`config.mk`:
```
export PLATFORM = sky130hd
export DESIGN_NAME = prog_loader
export DESIGN_NICKNAME = d
export VERILOG_FILES = /design/src/rtl/prog_loader.sv
export SDC_FILE = /design/constraint.sdc
export NUM_CORES = 1
export LEC_CHECK = 0
export CORE_MARGIN = 2
export CORE_UTILIZATION = 25
export CTS_CLUSTER_SIZE = 28
export DETAILED_ROUTE_END_ITERATION = 16
export PLACE_DENSITY = 0.41
export SKIP_LAST_GASP = 1
export SYNTH_ARGS = -nofsm -noshare
export SYNTH_HDL_FRONTEND = slang
export SYNTH_SLANG_ARGS = --single-unit
```
`constraint.sdc`:
```
create_clock -name clk -period 3.3 [get_ports clk]
set_input_delay 0.33 -clock clk [delete_from_list [all_inputs] [get_ports clk]]
set_output_delay 0.33 -clock clk [all_outputs]
set_load 0.01 [all_outputs]
```
`src/rtl/prog_loader.sv`:
```
// Program loader: receives a byte stream from the host link, packs pairs of
// bytes into 14-bit program words, writes them to program memory and checks a
// trailing 8-bit checksum. The CPU is held in reset while a load is running
// and after a failed load.
module prog_loader (
    input  logic        clk,
    input  logic        reset,
    input  logic        start,
    input  logic [12:0] word_count,
    input  logic [7:0]  byte_in,
    input  logic        byte_valid,
    output logic        byte_ready,
    output logic        mem_we,
    output logic [12:0] mem_addr,
    output logic [13:0] mem_wdata,
    output logic        cpu_hold,
    output logic        busy,
    output logic        done,
    output logic        error
);

    localparam int DATA_W = 8;
    localparam int ADDR_W = 13;

    typedef enum logic [2:0] {
        S_IDLE  = 3'd0,
        S_HI    = 3'd1,
        S_LO    = 3'd2,
        S_WRITE = 3'd3,
        S_CHK   = 3'd4,
        S_DONE  = 3'd5,
        S_ERR   = 3'd6
    } state_t;

    state_t              state;
    state_t              state_nx;

    logic [ADDR_W-1:0]   count;     // captured word_count
    logic [ADDR_W-1:0]   addr;      // address of the word being assembled
    logic [DATA_W-1:0]   sum;       // running byte sum, wraps modulo 256
    logic [5:0]          hi;        // word bits [13:8]
    logic [DATA_W-1:0]   lo;        // word bits [7:0]

    logic                xfer;
    logic                idle_like;
    logic                accept;
    logic                hi_legal;
    logic                last_word;
    logic [DATA_W-1:0]   sum_chk;

    // Running sum is plain 8-bit addition; overflow wraps by design.
    function automatic logic [DATA_W-1:0] sum_wrap(input logic [DATA_W-1:0] a,
                                                   input logic [DATA_W-1:0] b);
        return a + b;
    endfunction

    assign xfer      = byte_valid && byte_ready;
    assign idle_like = (state == S_IDLE) || (state == S_DONE) || (state == S_ERR);
    assign accept    = idle_like && start;
    assign hi_legal  = (byte_in[7:6] == 2'b00);
    // Only evaluated in WRITE, where count is at least 1.
    assign last_word = (addr == (count - 13'd1));
    assign sum_chk   = sum_wrap(sum, byte_in);

    // State register.
    always_ff @(posedge clk or negedge reset) begin
        if (!reset) begin
            state <= S_IDLE;
        end else begin
            state <= state_nx;
        end
    end

    // Next-state decode.
    always_comb begin
        state_nx = state;
        case (state)
            S_IDLE, S_DONE, S_ERR: begin
                if (start) begin
                    state_nx = (word_count == '0) ? S_CHK : S_HI;
                end
            end
            S_HI: begin
                if (xfer) begin
                    state_nx = hi_legal ? S_LO : S_ERR;
                end
            end
            S_LO: begin
                if (xfer) begin
                    state_nx = S_WRITE;
                end
            end
            S_WRITE: begin
                state_nx = last_word ? S_CHK : S_HI;
            end
            S_CHK: begin
                if (xfer) begin
                    state_nx = (sum_chk == '0) ? S_DONE : S_ERR;
                end
            end
            default: begin
                state_nx = S_IDLE;
            end
        endcase
    end

    // Outputs decoded from the current state; memory bus is zero outside WRITE.
    always_comb begin
        byte_ready = (state == S_HI) || (state == S_LO) || (state == S_CHK);
        mem_we     = (state == S_WRITE);
        mem_addr   = '0;
        mem_wdata  = '0;
        if (state == S_WRITE) begin
            mem_addr  = addr;
            mem_wdata = {hi, lo};
        end
        busy     = (state == S_HI) || (state == S_LO) ||
                   (state == S_WRITE) || (state == S_CHK);
        cpu_hold = busy || (state == S_ERR);
        done     = (state == S_DONE);
        error    = (state == S_ERR);
    end

    // Word assembly, address counter and running checksum.
    always_ff @(posedge clk or negedge reset) begin
        if (!reset) begin
            count <= '0;
            addr  <= '0;
            sum   <= '0;
            hi    <= '0;
            lo    <= '0;
        end else begin
            if (accept) begin
                count <= word_count;
                addr  <= '0;
                sum   <= '0;
            end else begin
                case (state)
                    S_HI: begin
                        if (xfer && hi_legal) begin
                            hi  <= byte_in[5:0];
                            sum <= sum_chk;
                        end
                    end
                    S_LO: begin
                        if (xfer) begin
                            lo  <= byte_in;
                            sum <= sum_chk;
                        end
                    end
                    S_WRITE: begin
                        // Stay on the last address so the counter never
                        // passes word_count-1.
                        if (!last_word) begin
                            addr <= addr + 13'd1;
                        end
                    end
                    default: begin
                    end
                endcase
            end
        end
    end

endmodule
```
==> out/results.txt, run 1 <==
Synth async-reset ratio: 100.0%
Slew Limit Fails: 0
CTS tree: built
Post-route ant nets: 0
Kind of critical path: input pin to flop
CP Data Required Time: 3.54 ns
Largest net degree at the start of global routing: 31
Most used cell, CP: or4_1
First-pass GRT wire length: 14.62 mm
Hold buffer count at cts: 0
Port bufs: 57
Hpwl dp: 6.542 mm
Initial antenna violation count: 0
Setup TNS: 0 ns
Worst-path clk slew: 0.07 ns
DRT Pass-1 Iters: 4
Critical Path End Type: flop
CP arrival: 3.27 ns
Final setup viols: 0
Outcome: complete, no violations
Root Buffer: clkbuf_16
Flop2flop setup slack: 0.40 ns
RSZ-0062 raised after global routing: false
Type of the most critical hold path: input pin to async pin
Antenna diodes: 0
Worst path slowest cell: or4_1
# clock sinks: 51
Placed insts: 585
Clock Path Buffers: 2
CTS resizes: 0
Post-synth EDFFs: 0
Die W: 118.5 µm
Sequential share of the synthesized area: 38.95%
I/O pins: 58
Final min period: 3.031 ns
TritonCTS Buffers: 5
Worst reg2reg path depth: 9
Mean cell area of the mapped netlist: 8.953 µm²
Cell Chain, Critical Path: clkdlybuf4s50_1, ha_1, fa_1, a21o_1, a21oi_1, xnor2_1, or4_1, or3_1, or4_1, nand3_1
Critical Path Source Type: input pin
Pleak: 1.714 nW
Max VDD drop: 0.2391 mV
Number of max-cap violations: 0
WL final: 8.769 mm
Mapped Nets: 401
GRT Util Overall: 13.02%
Fraction of layout cells with a size suffix above 1: 10.69%
CP peak stage delay: 0.51 ns
Ys flop type: dfrtp_1
Worst slew pin tran: 0.7756 ns
Filler instances: 1398
Vias: 2829
Non-Filler Instances: 593
DR WL/cell: 14.79 µm
Area delta synth->final: 27.57%
Post-CTS Setup Bufs: 0
Pre-CTS WS: -0.03565 ns
Starting Density: 25.76%
GRT overflow: 0
Register bit count reported by yosys: 51
DIE AREA: 0.01404 mm²
Vias in the first global route: 2819
Worst skew pair latency: 0.30 ns
# DRC: 0
Routability cong.: 0.8316
Fin nets: 455
Max Freq: 330.0 MHz
Synthesized instance count: 366
Placed cell area: 0.004033 mm²
Critical R2R Launch: sum[0]$_DFFE_PN0P_
Synth warnings: 0
Iter 0 DRT Violations: 130
CP max FO: 3
Register area: 0.001276 mm²
Post-synth cell types: 55
Final worst setup slack: 0.2694 ns
Relative slew slack: 48.10%
Skew final: 0.006723 ns
Reg2reg end: state[0]$_DFFE_PN0P_
Final worst-path cycle share: 91.84%
Syn Std Cell Area: 0.003277 mm²
Die Y: 118.5 µm
Core Util, Final: 32.86%
Multi-input logic area: 0.001874 mm²
Site row count: 41
Pwr dens: 776.3 mW/mm²
Total Power: 3.245 mW
Placeable Area: 0.01272 mm²
Final hold vios: 0
Final worst hold slack: 0.001836 ns
Routed vias/inst: 4.771
Cell area after layout: 0.004180 mm²
CTS H-tree lvls: 2
-- sequential cells by signal, summed over array words and instances (netlist names) --
name	flops
addr	13
state	3
lo	8
hi	6
sum	8
count	13
-- worst max-delay path, delay by kind of cell --
family / cells / cell delay, ns
AO/OA/AOI/OAI: 2 / 0.39
XOR/XNOR: 1 / 0.12
adder cells (fa/ha/maj): 2 / 0.64
buffers and inverters: 1 / 0.45
AND/OR/NAND/NOR: 4 / 1.34
-- cell usage in the layout, fill, tap and decap left out, drive strengths merged, types with 12 or more instances in the layout --
cell type / synthesis / routed
nand2: 58 / 58
clkdlybuf4s50: 0 / 56
dfrtp: 51 / 51
and2: 26 / 26
o21ai: 24 / 24
nor2: 16 / 16
a21oi: 16 / 16
mux2: 14 / 14
xnor2: 13 / 13
inv: 11 / 13
xor2: 12 / 12
-- worst max-delay path by stage --
stage | start | to | slack (ns) | depth (start not counted)
3_3_place_gp | byte_in[0] | state[0]$_DFFE_PN0P_ | 0.004 | 10
4_1_cts | byte_in[0] | state[0]$_DFFE_PN0P_ | 0.28 | 10
6_report | byte_in[0] | state[0]$_DFFE_PN0P_ | 0.27 | 10
3_5_place_dp | byte_in[0] | state[0]$_DFFE_PN0P_ | -0.04 | 10
2_1_floorplan | sum[0]$_DFFE_PN0P_ | state[0]$_DFFE_PN0P_ | 0.57 | 9
5_1_grt | byte_in[0] | state[0]$_DFFE_PN0P_ | 0.14 | 10
-- where the power goes --
group | switching [mW] | internal [mW]
combinational | 0.807 | 0.773
clock | 0.250 | 0.286
sequential | 0.274 | 0.856
total | 1.33 | 1.91
-- logic make-up after synthesis --
kind of cell    after synthesis  synth area share [%]
simple gates                161                 25.54
buf+inv                      29                 3.933
flops                        51                 38.95
compound gates               75                 15.73
xor+xnor                     25                 6.682
mux                          15                 5.116
fa+ha+maj                    10                 4.047
-- layout make-up --
type / instances / area share (%)
tap: 172 / 5.148
multi-input combinational: 286 / 44.84
clock inverter: 3 / 0.5388
timing repair buffer: 65 / 14.97
clock buffer: 5 / 2.993
inverter: 11 / 0.9877
sequential: 51 / 30.53
-- Yosys cell counts (5+ instances only) --
library cell | instances | area share, %
o31ai_1 | 6 | 1.4
ha_1 | 9 | 3.4
or4_1 | 8 | 1.8
nor2_1 | 16 | 1.8
or3_1 | 5 | 0.95
mux2_2 | 14 | 4.8
dfrtp_1 | 51 | 39
nand3_1 | 9 | 1.4
xnor2_1 | 13 | 3.5
and2_1 | 26 | 5.0
o211ai_1 | 5 | 1.1
nor4_1 | 5 | 0.95
inv_1 | 11 | 1.3
xor2_1 | 12 | 3.2
clkbuf_1 | 14 | 1.6
o21ai_0 | 22 | 3.4
nand2_1 | 58 | 6.6
nor3_1 | 11 | 1.7
a21oi_1 | 14 | 2.1
-- routing by layer --
layer | share of wire [%] | global-route usage (%) | wire, µm
met1 | 47 | 17.33 | 4111
met5 | 0 | 0 | 0
met3 | 3.5 | 2.654 | 311
met4 | 1.0 | 3.125 | 92
met2 | 49 | 21.68 | 4254
No activity file was read; power rests on OpenSTA's default activity.
==> inputs of run 2 (changes only) <==
- PLACE_DENSITY: 0.41 -> not set
- PLACE_DENSITY_LB_ADDON: not set -> 0.1
==> run 2 against run 1 <==
Compared with the run above:
- the flow now finishes with violations (hold timing)
- clock skew is 0.0014 ns lower
- power rose by 0.11%
- critical path depth is the same
- first-iteration DRC count is 3.1% lower
- wire length grew 0.57%
- register-to-register slack improved by 0.04 ns
- count of clock-buffer cells in the layout did not move
- critical path type unchanged
- critical endpoint unchanged
==> out/results.txt, run 2 (synthesis gave the netlist of run 1 again) <==
Outcome: finished with violations
Violated checks: hold timing
DIE AREA: 0.01404 mm² (unchanged)
Type of the most critical hold path: input pin to async pin
Total Power: 3.248 mW (+0.11%)
Number of max-cap violations: 0 (unchanged)
Met2 Track Usage GR: 23.05% (+1.4 points)
CP peak stage delay: 0.51 ns (about the same)
Vias in the first global route: 2907 (+3.1%)
Pleak: 1.716 nW (+0.15%)
DRT Pass-1 Iters: 4 (unchanged)
Flop2flop setup slack: 0.44 ns (+0.04 ns)
Starting Density: 25.76% (unchanged)
Vias: 2745 (-3.0%)
Routed vias/inst: 4.621 (-3.1%)
Port bufs: 57 (unchanged)
Top delay family on crit path: simple AND/OR/NAND/NOR gates
Most common cell after layout, fill and taps aside: nand2_1
Hpwl dp: 6.569 mm (+0.41%)
Pwr dens: 774.8 mW/mm² (-0.19%)
DR WL/cell: 14.85 µm (+0.40%)
I/O pins: 58 (unchanged)
Die W: 118.5 µm (unchanged)
GRT Util Overall: 13.47% (+0.44 points)
# DRC: 0 (unchanged)
Root Buffer: clkbuf_16
CP arrival: 3.21 ns (-0.06 ns)
Worst Path Buf+Inv: 1 (unchanged)
Pre-CTS WS: -0.006995 ns (+0.02866 ns)
Final setup viols: 0 (unchanged)
Final worst setup slack: 0.3220 ns (+0.05258 ns)
CP Data Required Time: 3.54 ns (about the same)
RSZ-0062 raised after global routing: false
Largest net degree at the start of global routing: 31 (unchanged)
Met3 Track Usage GR: 2.703% (+0.048 points)
WL final: 8.819 mm (+0.57%)
Filler instances: 1397 (-0.072%)
Final worst hold slack: -0.007621 ns (-0.009456 ns)
CTS H-tree lvls: 2 (unchanged)
Antenna diodes: 0 (unchanged)
GRT overflow: 0 (unchanged)
TritonCTS Buffers: 5 (unchanged)
Worst skew pair latency: 0.30 ns (about the same)
Hold buffer count at cts: 0 (unchanged)
CTS resizes: 0 (unchanged)
Worst slew pin tran: 0.8191 ns (+0.04341 ns)
Max VDD drop: 0.3145 mV (+32%)
Post-CTS Setup Bufs: 0 (unchanged)
Top Usage Layer GRT: met2
Site row count: 41 (unchanged)
Worst path slowest cell: or4_1
First-pass GRT wire length: 15.08 mm (+3.2%)
Critical Path Source Type: input pin
Area delta synth->final: 27.95%
Initial antenna violation count: 0 (unchanged)
Most used cell, CP: or4_1
# clock sinks: 51 (unchanged)
Highest-count cells in the layout ignoring fill and taps: 58 x nand2_1, 56 x clkdlybuf4s50_1, 51 x dfrtp_1
Top flop regs: addr x13, count x13
Final min period: 2.978 ns (-0.05258 ns)
Kind of critical path: input pin to flop
Post-route ant nets: 0 (unchanged)
CP max FO: 3 (unchanged)
Routability cong.: 0.7745 (-6.9%)
Critical Path End Type: flop
Final worst-path cycle share: 90.24% (-1.6 points)
Die Y: 118.5 µm (unchanged)
Worst-path clk slew: 0.07 ns (about the same)
Clock Path Buffers: 2 (unchanged)
Fraction of layout cells with a size suffix above 1: 10.90% (+0.21 points)
Iter 0 DRT Violations: 126 (-3.1%)
Fin nets: 456 (+0.22%)
Placeable Area: 0.01272 mm² (unchanged)
Final hold vios: 13 (+13)
Skew final: 0.005308 ns (-0.001416 ns)
CTS tree: built
Slew Limit Fails: 0 (unchanged)
Relative slew slack: 45.19% (-2.9 points)
Cell Chain, Critical Path: clkdlybuf4s50_1, ha_1, fa_1, a21o_1, a21oi_1, xnor2_1, or4_1, or3_1, or4_1, nand3_1
Max Freq: 335.8 MHz (+1.8%)
Met1 Use GR: 17.09% (-0.24 points)
run 2: routing by layer:
layer  up-vias  wire length, µm
li1       1405                -
met1      1291             4113
met2        41             4283
met3         8              305
met4         0              117
met5         -                0
run 2: cell type report:
type	count	area (µm²)	share of cell area (%)
Timing Repair Buffer	66	633.1	15.10
Clock buffer	5	125.1	2.984
Multi-Input combinational cell	286	1874	44.70
Inverter	11	41.29	0.9848
Sequential cell	51	1276	30.44
Clock inverter	3	27.53	0.6565
Tap cell	172	215.2	5.133
run 2: final timing paths:
path | cells after the start | end | from
hold reg to reg | 2 | sum[3]$_DFFE_PN0P_ | sum[3]$_DFFE_PN0P_
hold / removal | 1 | addr[9]$_DFFE_PN0P_ | reset
setup reg to reg | 9 | addr[11]$_DFFE_PN0P_ | count[0]$_DFFE_PN0P_
min in group clk | 2 | sum[3]$_DFFE_PN0P_ | sum[3]$_DFFE_PN0P_
setup / recovery | 10 | state[0]$_DFFE_PN0P_ | byte_in[0]
max in group asynchronous | 2 | count[4]$_DFFE_PN0P_ | reset
run 2: stage by stage:
stage | instance area, µm² | hold WS [ns] | TNS (ns) | util, % | std cells
after floorplan | 3277 | 0.03441 | 0 | - | 366
after global placement | 4040 | 0.3371 | 0 | 31.76 | 586
after detailed placement | 4040 | 0.3424 | -0.006995 | 31.76 | 586
after CTS | 4193 | 0.01218 | 0 | 32.96 | 594
after global routing | 4193 | 0.01606 | 0 | 32.96 | 594
final | 4193 | -0.007621 | 0 | 32.96 | 594
run 2: report_power, final:
| group | leakage [nW] | total, mW | switching (mW) | internal, mW |
|---|---|---|---|---|
| Clock | 0.0723 | 0.550 | 0.260 | 0.290 |
| Sequential | 0.651 | 1.12 | 0.269 | 0.855 |
| Combinational | 0.993 | 1.57 | 0.802 | 0.772 |
| Total | 1.72 | 3.25 | 1.33 | 1.92 |
==> inputs of run 3 (changes only) <==
- TNS_END_PERCENT: not set -> 30
==> results of run 3 <==
No change in the layout: final DEF, timing and power equal those of run 2.
